$ cat src/rtl/fourstate_pkg.sv
// Shared definitions for the 4-state comparison blocks: compare modes,
// 3-valued result codes and the per-bit {val,unk} encoding.
package fourstate_pkg;

  // Compare modes; the fourth encoding (2'b11) is handled as case equality.
  localparam logic [1:0] MODE_LEQ = 2'b00;  // logical ==
  localparam logic [1:0] MODE_CEQ = 2'b01;  // case ===
  localparam logic [1:0] MODE_WEQ = 2'b10;  // wildcard ==?

  // Result codes; 2'b11 is never produced.
  localparam logic [1:0] RES_FALSE = 2'b00;
  localparam logic [1:0] RES_TRUE  = 2'b01;
  localparam logic [1:0] RES_UNK   = 2'b10;

  // One 4-state bit: 00 -> 0, 10 -> 1, 01 -> x, 11 -> z (as {val,unk}).
  typedef struct packed {
    logic val;
    logic unk;
  } fs_bit_t;

  // A bit carries a definite logic level only when its unknown flag is clear.
  function automatic logic fs_known(fs_bit_t b);
    return !b.unk;
  endfunction

endpackage

$ cat src/rtl/fourstate_eq_core.sv
// Purely combinational W-bit 4-state comparator: expected vs observed
// vectors in ==, === or ==? mode, producing a 3-valued result code.
module fourstate_eq_core
  import fourstate_pkg::*;
#(
  parameter int W = 8
) (
  input  logic [1:0]   mode,
  input  logic [W-1:0] e_val,
  input  logic [W-1:0] e_unk,
  input  logic [W-1:0] o_val,
  input  logic [W-1:0] o_unk,
  output logic [1:0]   res_code
);

  // Bits where both sides are known and their levels disagree.
  logic [W-1:0] mis_known;

  for (genvar gi = 0; gi < W; gi++) begin : g_bit
    fs_bit_t e_b;
    fs_bit_t o_b;
    assign e_b = {e_val[gi], e_unk[gi]};
    assign o_b = {o_val[gi], o_unk[gi]};
    assign mis_known[gi] = fs_known(e_b) && fs_known(o_b) && (e_b.val != o_b.val);
  end

  // Mode decode; wildcard masks out bits the expected side marks unknown.
  always_comb begin
    res_code = RES_FALSE;
    case (mode)
      MODE_LEQ: begin
        if (|mis_known)             res_code = RES_FALSE;
        else if (|(e_unk | o_unk))  res_code = RES_UNK;
        else                        res_code = RES_TRUE;
      end
      MODE_WEQ: begin
        if (|(mis_known & ~e_unk))  res_code = RES_FALSE;
        else if (|(o_unk & ~e_unk)) res_code = RES_UNK;
        else                        res_code = RES_TRUE;
      end
      default: begin
        // Case equality, also used for the reserved mode: x and z are distinct values.
        res_code = ((e_val == o_val) && (e_unk == o_unk)) ? RES_TRUE : RES_FALSE;
      end
    endcase
  end

endmodule

$ cat src/rtl/fourstate_cmp_scoreboard.sv
// Clocked scoreboard: expected 4-state vectors queue in a FIFO, each
// observation pops the head and compares it, the registered result feeds
// saturating pass/fail/unknown counters.
module fourstate_cmp_scoreboard
  import fourstate_pkg::*;
#(
  parameter int W     = 8,
  parameter int DEPTH = 4,
  parameter int CNT_W = 16
) (
  input  logic                     clk,
  input  logic                     rst_n,
  input  logic [1:0]               mode,
  input  logic                     exp_valid,
  output logic                     exp_ready,
  input  logic [W-1:0]             exp_val,
  input  logic [W-1:0]             exp_unk,
  input  logic                     obs_valid,
  input  logic [W-1:0]             obs_val,
  input  logic [W-1:0]             obs_unk,
  output logic                     res_valid,
  output logic [1:0]               res_code,
  output logic [CNT_W-1:0]         pass_cnt,
  output logic [CNT_W-1:0]         fail_cnt,
  output logic [CNT_W-1:0]         unk_cnt,
  output logic                     underflow,
  output logic [$clog2(DEPTH):0]   level,
  input  logic                     clr
);

  localparam int AW = $clog2(DEPTH);
  localparam logic [AW:0]    FULL_LVL = (AW+1)'(DEPTH);
  localparam logic [AW:0]    LVL_ONE  = 1;
  localparam logic [AW-1:0]  PTR_ONE  = 1;
  localparam logic [CNT_W-1:0] CNT_MAX = '1;
  localparam logic [CNT_W-1:0] CNT_ONE = 1;

  logic [W-1:0]  val_mem [DEPTH];
  logic [W-1:0]  unk_mem [DEPTH];
  logic [AW-1:0] wr_ptr_q, wr_ptr_d, rd_ptr_q, rd_ptr_d;
  logic [AW:0]   level_q, level_d;
  logic          push, pop;
  logic [1:0]    core_res;
  logic          res_valid_q;
  logic [1:0]    res_code_q;
  logic          underflow_q, underflow_d;
  // Counter slots indexed by result code: 0 false, 1 true, 2 unknown.
  logic [CNT_W-1:0] cnt_q [3];
  logic [CNT_W-1:0] cnt_d [3];

  // The same-cycle push is decided on the old level, so an empty FIFO never
  // forwards a push to an observation, and a full FIFO refuses a push even when popping.
  assign exp_ready = (level_q != FULL_LVL);
  assign push      = exp_valid && exp_ready;
  assign pop       = obs_valid && (level_q != '0);

  fourstate_eq_core #(.W(W)) u_core (
    .mode     (mode),
    .e_val    (val_mem[rd_ptr_q]),
    .e_unk    (unk_mem[rd_ptr_q]),
    .o_val    (obs_val),
    .o_unk    (obs_unk),
    .res_code (core_res)
  );

  // FIFO storage writes; contents need no reset because the pointers define validity.
  always_ff @(posedge clk) begin
    if (push) begin
      val_mem[wr_ptr_q] <= exp_val;
      unk_mem[wr_ptr_q] <= exp_unk;
    end
  end

  // Next-state for pointers, occupancy, sticky underflow and the counters.
  always_comb begin
    wr_ptr_d    = push ? wr_ptr_q + PTR_ONE : wr_ptr_q;
    rd_ptr_d    = pop  ? rd_ptr_q + PTR_ONE : rd_ptr_q;
    level_d     = level_q;
    if (push && !pop) level_d = level_q + LVL_ONE;
    if (pop && !push) level_d = level_q - LVL_ONE;
    underflow_d = underflow_q | (obs_valid && (level_q == '0));
    if (clr) underflow_d = 1'b0;
    for (int i = 0; i < 3; i++) begin
      cnt_d[i] = cnt_q[i];
      if (clr)
        cnt_d[i] = '0;
      else if (res_valid_q && (res_code_q == 2'(i)) && (cnt_q[i] != CNT_MAX))
        cnt_d[i] = cnt_q[i] + CNT_ONE;
    end
  end

  // State registers; reset drops any result still in flight.
  always_ff @(posedge clk or negedge rst_n) begin
    if (!rst_n) begin
      wr_ptr_q    <= '0;
      rd_ptr_q    <= '0;
      level_q     <= '0;
      res_valid_q <= 1'b0;
      res_code_q  <= RES_FALSE;
      underflow_q <= 1'b0;
      for (int i = 0; i < 3; i++) cnt_q[i] <= '0;
    end else begin
      wr_ptr_q    <= wr_ptr_d;
      rd_ptr_q    <= rd_ptr_d;
      level_q     <= level_d;
      res_valid_q <= pop;
      if (pop) res_code_q <= core_res;
      underflow_q <= underflow_d;
      for (int i = 0; i < 3; i++) cnt_q[i] <= cnt_d[i];
    end
  end

  assign res_valid = res_valid_q;
  assign res_code  = res_code_q;
  assign fail_cnt  = cnt_q[0];
  assign pass_cnt  = cnt_q[1];
  assign unk_cnt   = cnt_q[2];
  assign underflow = underflow_q;
  assign level     = level_q;

endmodule

$ cat config.mk
export PLATFORM = sky130hd
export DESIGN_NAME = fourstate_cmp_scoreboard
export DESIGN_NICKNAME = d
export VERILOG_FILES = /design/src/rtl/fourstate_pkg.sv /design/src/rtl/fourstate_eq_core.sv /design/src/rtl/fourstate_cmp_scoreboard.sv
export SDC_FILE = /design/constraint.sdc
export NUM_CORES = 1
export LEC_CHECK = 0
export ABC_AREA = 1
export CAP_MARGIN = 30
export CORE_MARGIN = 2
export CORE_UTILIZATION = 30
export DETAILED_ROUTE_END_ITERATION = 6
export SYNTH_ARGS = -nofsm -noshare
export SYNTH_HDL_FRONTEND = slang
export SYNTH_SLANG_ARGS = --single-unit
$ cat constraint.sdc
create_clock -name clk -period 2.5 [get_ports clk]
set_input_delay 0.5 -clock clk [delete_from_list [all_inputs] [get_ports clk]]
set_output_delay 0.5 -clock clk [all_outputs]
set_load 0.1 [all_outputs]
==> run summary <==
The setup path with the least slack is of type register to register. In this run the count of I/O pins placed on the die edge is 95. The die covers roughly 22000 µm². The total area of multi-input combinational cells is 2530 µm².

The worst max-slew margin expressed relative to the limit is 58.34%. The cell type group with the largest total delay on the critical path is simple AND/OR/NAND/NOR gates. The congestion estimate from routability-driven global placement came to ~0.9. The type of destination of the critical path is a register.

The synthesized design spends more area on one cell type than any other, namely sky130_fd_sc_hd__edfxtp_1. The register bit count reported by yosys came out at 123. The insertion delay of the later-clocked pin in the worst-skew pair is 420 ps. The floorplan step set the die height to ~150 µm. The arrival time of data at the critical path endpoint is 2560 ps.

Global routing used 14.95% of the available tracks across all layers. The worst flop-to-flop path startpoint is rd_ptr_q[1]. In this run the power density over the cells is around 1000 nW/µm². Counting both buffers and inverters, the worst setup path holds a total of 1. The repair_antennas step left the layout with diodes totalling 0. The number of distinct standard cells referenced by the synthesized netlist came out at 38. Yosys attributes the largest share of cell area to sky130_fd_sc_hd__edfxtp_1 30%, sky130_fd_sc_hd__dfrtp_1 23%, sky130_fd_sc_hd__nand2_1 9.6%. Walking the worst path, the cells encountered are inv_4, o21ai_0, o22a_1, ha_1, nor4_1, nand3_1, nor2_1, nand3_1, nand2_1, nor2_1, a21oi_1. The final layout contains routed wiring with a total length of 15950 µm. The share of the Yosys chip area taken by registers is 53.92%. The post-route clock skew is roughly 8.3 ps. Clock-pin slew was measured on the worst setup and hold paths at ~60 ps. The synthesized area is 6302 µm². The routed length on met2 came out at between 7000 and 8000 µm. The final count of negative-setup-slack endpoints is 0.

During synthesis, Yosys emitted a total of 0 warnings. The clock net in this run drives a total of 123 sinks. For this configuration, the core starts out at a cell density of a little over 30%. The worst setup path is launched from a register. For the pin with the worst max-slew slack, the measured transition is approximately 620 ps. For this run, the slowest stage of the critical path takes 510 ps.

The wire length per cell came out at 14.46 µm. The number of clock buffers added by TritonCTS is 17. The HPWL after detailed placement is 11620 µm. The setup slack of the most critical reg-to-reg path is 290 ps.

The share of post-route cells with drive strength above 1 is 16.06%. The number of filler cells placed in the layout is 2094. The cell area after placement came out at 7498 µm². The final global-route overflow total came out at 0.

The number of antenna violations at the first check in global routing is 0. The number of hold buffers added after CTS is 0. The instance count of the mapped netlist is 702. CTS placed an instance of sky130_fd_sc_hd__clkbuf_16 at the clock tree root. The shortest period the worst path allows is 2213 ps.

The violation count after the first detailed-routing iteration is 275. The max-slew violation count was 0. TritonCTS built the clock tree. The register cell area after layout came out at 3402 µm². The met1 wire length is 7398 µm.

The synthesized design contains 64 enable-type register cells. After clock tree synthesis, the repair step resized 0 gates. The post-CTS repair timing setup buffer count came out at 0. The port buffer count came out at 94.

The average vias per placed instance is 4.617. The die span in x is between 100 and 150 µm. The post-synthesis average cell area came out at 8.978 µm². In this run the worst hold path is classified as primary input to asynchronous set/reset pin. The data required time at the worst endpoint is 2850 ps.

The row count came out at 53. For this run, the post-layout net count is 879. The aggregate negative setup slack came out at 0 ps. IR analysis of the VDD net gives a maximum drop of 0.5457 mV.

The via count of the first global-routing pass is 4903. The number of buffers on the longest clock path came out at 2. The fraction of synthesized cell area taken by the top area cell type is between 30% and 40%.

The share of the clock period used by the worst path came out at around nine tenths. The count of maximum capacitance violations came out at 0. Setup repair after global routing left no endpoint under its margin. The total vias in the final route came out at 5093. Based on the critical path, the design can be clocked at up to 451.9 MHz. Entering global routing, the biggest net connects 36 pins. The endpoint of the most critical register-to-register path is res_code[0].

The post-route antenna net violation count came out at 0. The finished cells cover 8102 µm². The pre-antenna-repair detailed-routing pass consisted of 5 iterations.

The completed layout was analyzed and its total power is 8.141 mW. The region available for standard cell placement spans about 21000 µm². The slowest stage of the critical path is the sky130_fd_sc_hd__dfrtp_1 cell. In the synthesized netlist, the cells that appear most often are 161 x sky130_fd_sc_hd__nand2_1, 79 x sky130_fd_sc_hd__nand3_1, 74 x sky130_fd_sc_hd__nor2_1.

Among all flip-flop cells after synthesis, the most frequent one is sky130_fd_sc_hd__edfxtp_1. The most numerous cell in the Yosys netlist is sky130_fd_sc_hd__nand2_1. The run finished with clean final reports. The area added between synthesis and finish is 28.55%.

The wire length on met3 came out at 698 µm. The worst reg2reg path depth is 11. The first global-routing pass estimated 25540 µm of wire. The fraction of synthesis flops using an asynchronous set or reset pin came out at between 40% and 50%. The H-tree was split into 4 levels. The maximum fanout along the worst path is 16. The leakage power is 3.477 nW. The highest metal layer carrying signal wires in the routed design is met4. The hold violation total from the final report is 0. The final routed DRC violation total is 0.

The number of nets in the synthesized netlist came out at between 700 and 800.
-- worst reg2reg max path: stages, from the launching register on --
cell	delay, ps
sky130_fd_sc_hd__dfrtp_1	510
sky130_fd_sc_hd__inv_4	250
sky130_fd_sc_hd__o21ai_0	120
sky130_fd_sc_hd__o22a_1	230
sky130_fd_sc_hd__ha_1	290
sky130_fd_sc_hd__nor4_1	220
sky130_fd_sc_hd__nand3_1	110
sky130_fd_sc_hd__nor2_1	130
sky130_fd_sc_hd__nand3_1	90
sky130_fd_sc_hd__nand2_1	60
sky130_fd_sc_hd__nor2_1	40
sky130_fd_sc_hd__a21oi_1	110
-- area by class of cell --
class / count / share of cell area [%]
clock buffer: 17 / 5.251
clock inverter: 15 / 2.193
inverter: 75 / 3.568
multi-input combinational: 489 / 31.23
sequential: 123 / 41.99
tap: 275 / 4.247
timing repair buffer: 109 / 11.52
-- cells in the final DEF (no fill, tap or decap), types with 3 or more instances in the layout --
cell                              count
sky130_fd_sc_hd__nand2_1            160
sky130_fd_sc_hd__nand3_1             78
sky130_fd_sc_hd__inv_1               73
sky130_fd_sc_hd__nor2_1              70
sky130_fd_sc_hd__buf_4               69
sky130_fd_sc_hd__edfxtp_1            64
sky130_fd_sc_hd__dfrtp_1             56
sky130_fd_sc_hd__o21ai_0             40
sky130_fd_sc_hd__clkdlybuf4s50_1     37
sky130_fd_sc_hd__a21oi_1             29
sky130_fd_sc_hd__ha_1                24
sky130_fd_sc_hd__nor3_1              17
sky130_fd_sc_hd__clkbuf_16           17
sky130_fd_sc_hd__nand4_1             12
sky130_fd_sc_hd__xor2_1               9
sky130_fd_sc_hd__inv_6                8
sky130_fd_sc_hd__nor2_2               8
sky130_fd_sc_hd__nand2_2              8
sky130_fd_sc_hd__a31oi_1              5
sky130_fd_sc_hd__nor4_1               5
sky130_fd_sc_hd__a221oi_1             3
sky130_fd_sc_hd__nand3_2              3
sky130_fd_sc_hd__clkinv_4             3
sky130_fd_sc_hd__dfrtp_2              3
-- per-layer routing --
| metal | vias to the layer above | GRT usage [%] |
|---|---|---|
| li1 | 2600 | - |
| met1 | 2369 | 19.63 |
| met2 | 100 | 23.80 |
| met3 | 24 | 3.884 |
| met4 | 0 | 5.571 |
| met5 | - | 0 |
-- kinds of logic after synthesis --
| family | Yosys count | share of synthesized area, % |
|---|---|---|
| buf+inv | 90 | 6.412 |
| flops | 123 | 53.92 |
| fa+ha+maj | 25 | 5.082 |
| xor+xnor | 10 | 1.390 |
| compound gates | 83 | 7.187 |
| simple gates | 371 | 26.01 |
-- state kept, by name (all words and copies together), names as in the netlist --
name and cells:
underflow 1, res_valid 1, rd_ptr_q 2, fail_cnt 16, level 3, unk_mem 32
val_mem 32, unk_cnt 16, res_code 2, wr_ptr_q 2, pass_cnt 16
-- power by group --
part / internal, mW / switching, mW
Sequential: 2.48 / 0.179
Combinational: 0.860 / 2.12
Clock: 1.51 / 0.997
-- worst max path at each step --
stage | from | endpoint | slack [ps] | depth (start not counted)
global route | rd_ptr_q[1] | res_code[0] | 90 | 11
CTS | rd_ptr_q[1] | res_code[0] | 280 | 11
detailed placement | obs_valid | level[2] | 180 | 9
global placement | obs_valid | level[2] | 200 | 9
finish | rd_ptr_q[1] | res_code[0] | 290 | 11
floorplan | level[0] | level[2] | 40 | 9
-- through the flow --
step                      hold slack [ps]  cells  utilization [%]  setup slack, ps
after CTS                           105.1   1103            38.91            282.3
final                               94.72   1103            38.91            287.2
after detailed placement            512.2   1071            36.01            179.0
after floorplan                     204.4    702                -            38.04
after global placement              507.1   1071            36.01            204.7
after global routing                125.1   1103            38.91            85.91
(Power assumes the default switching activity.)
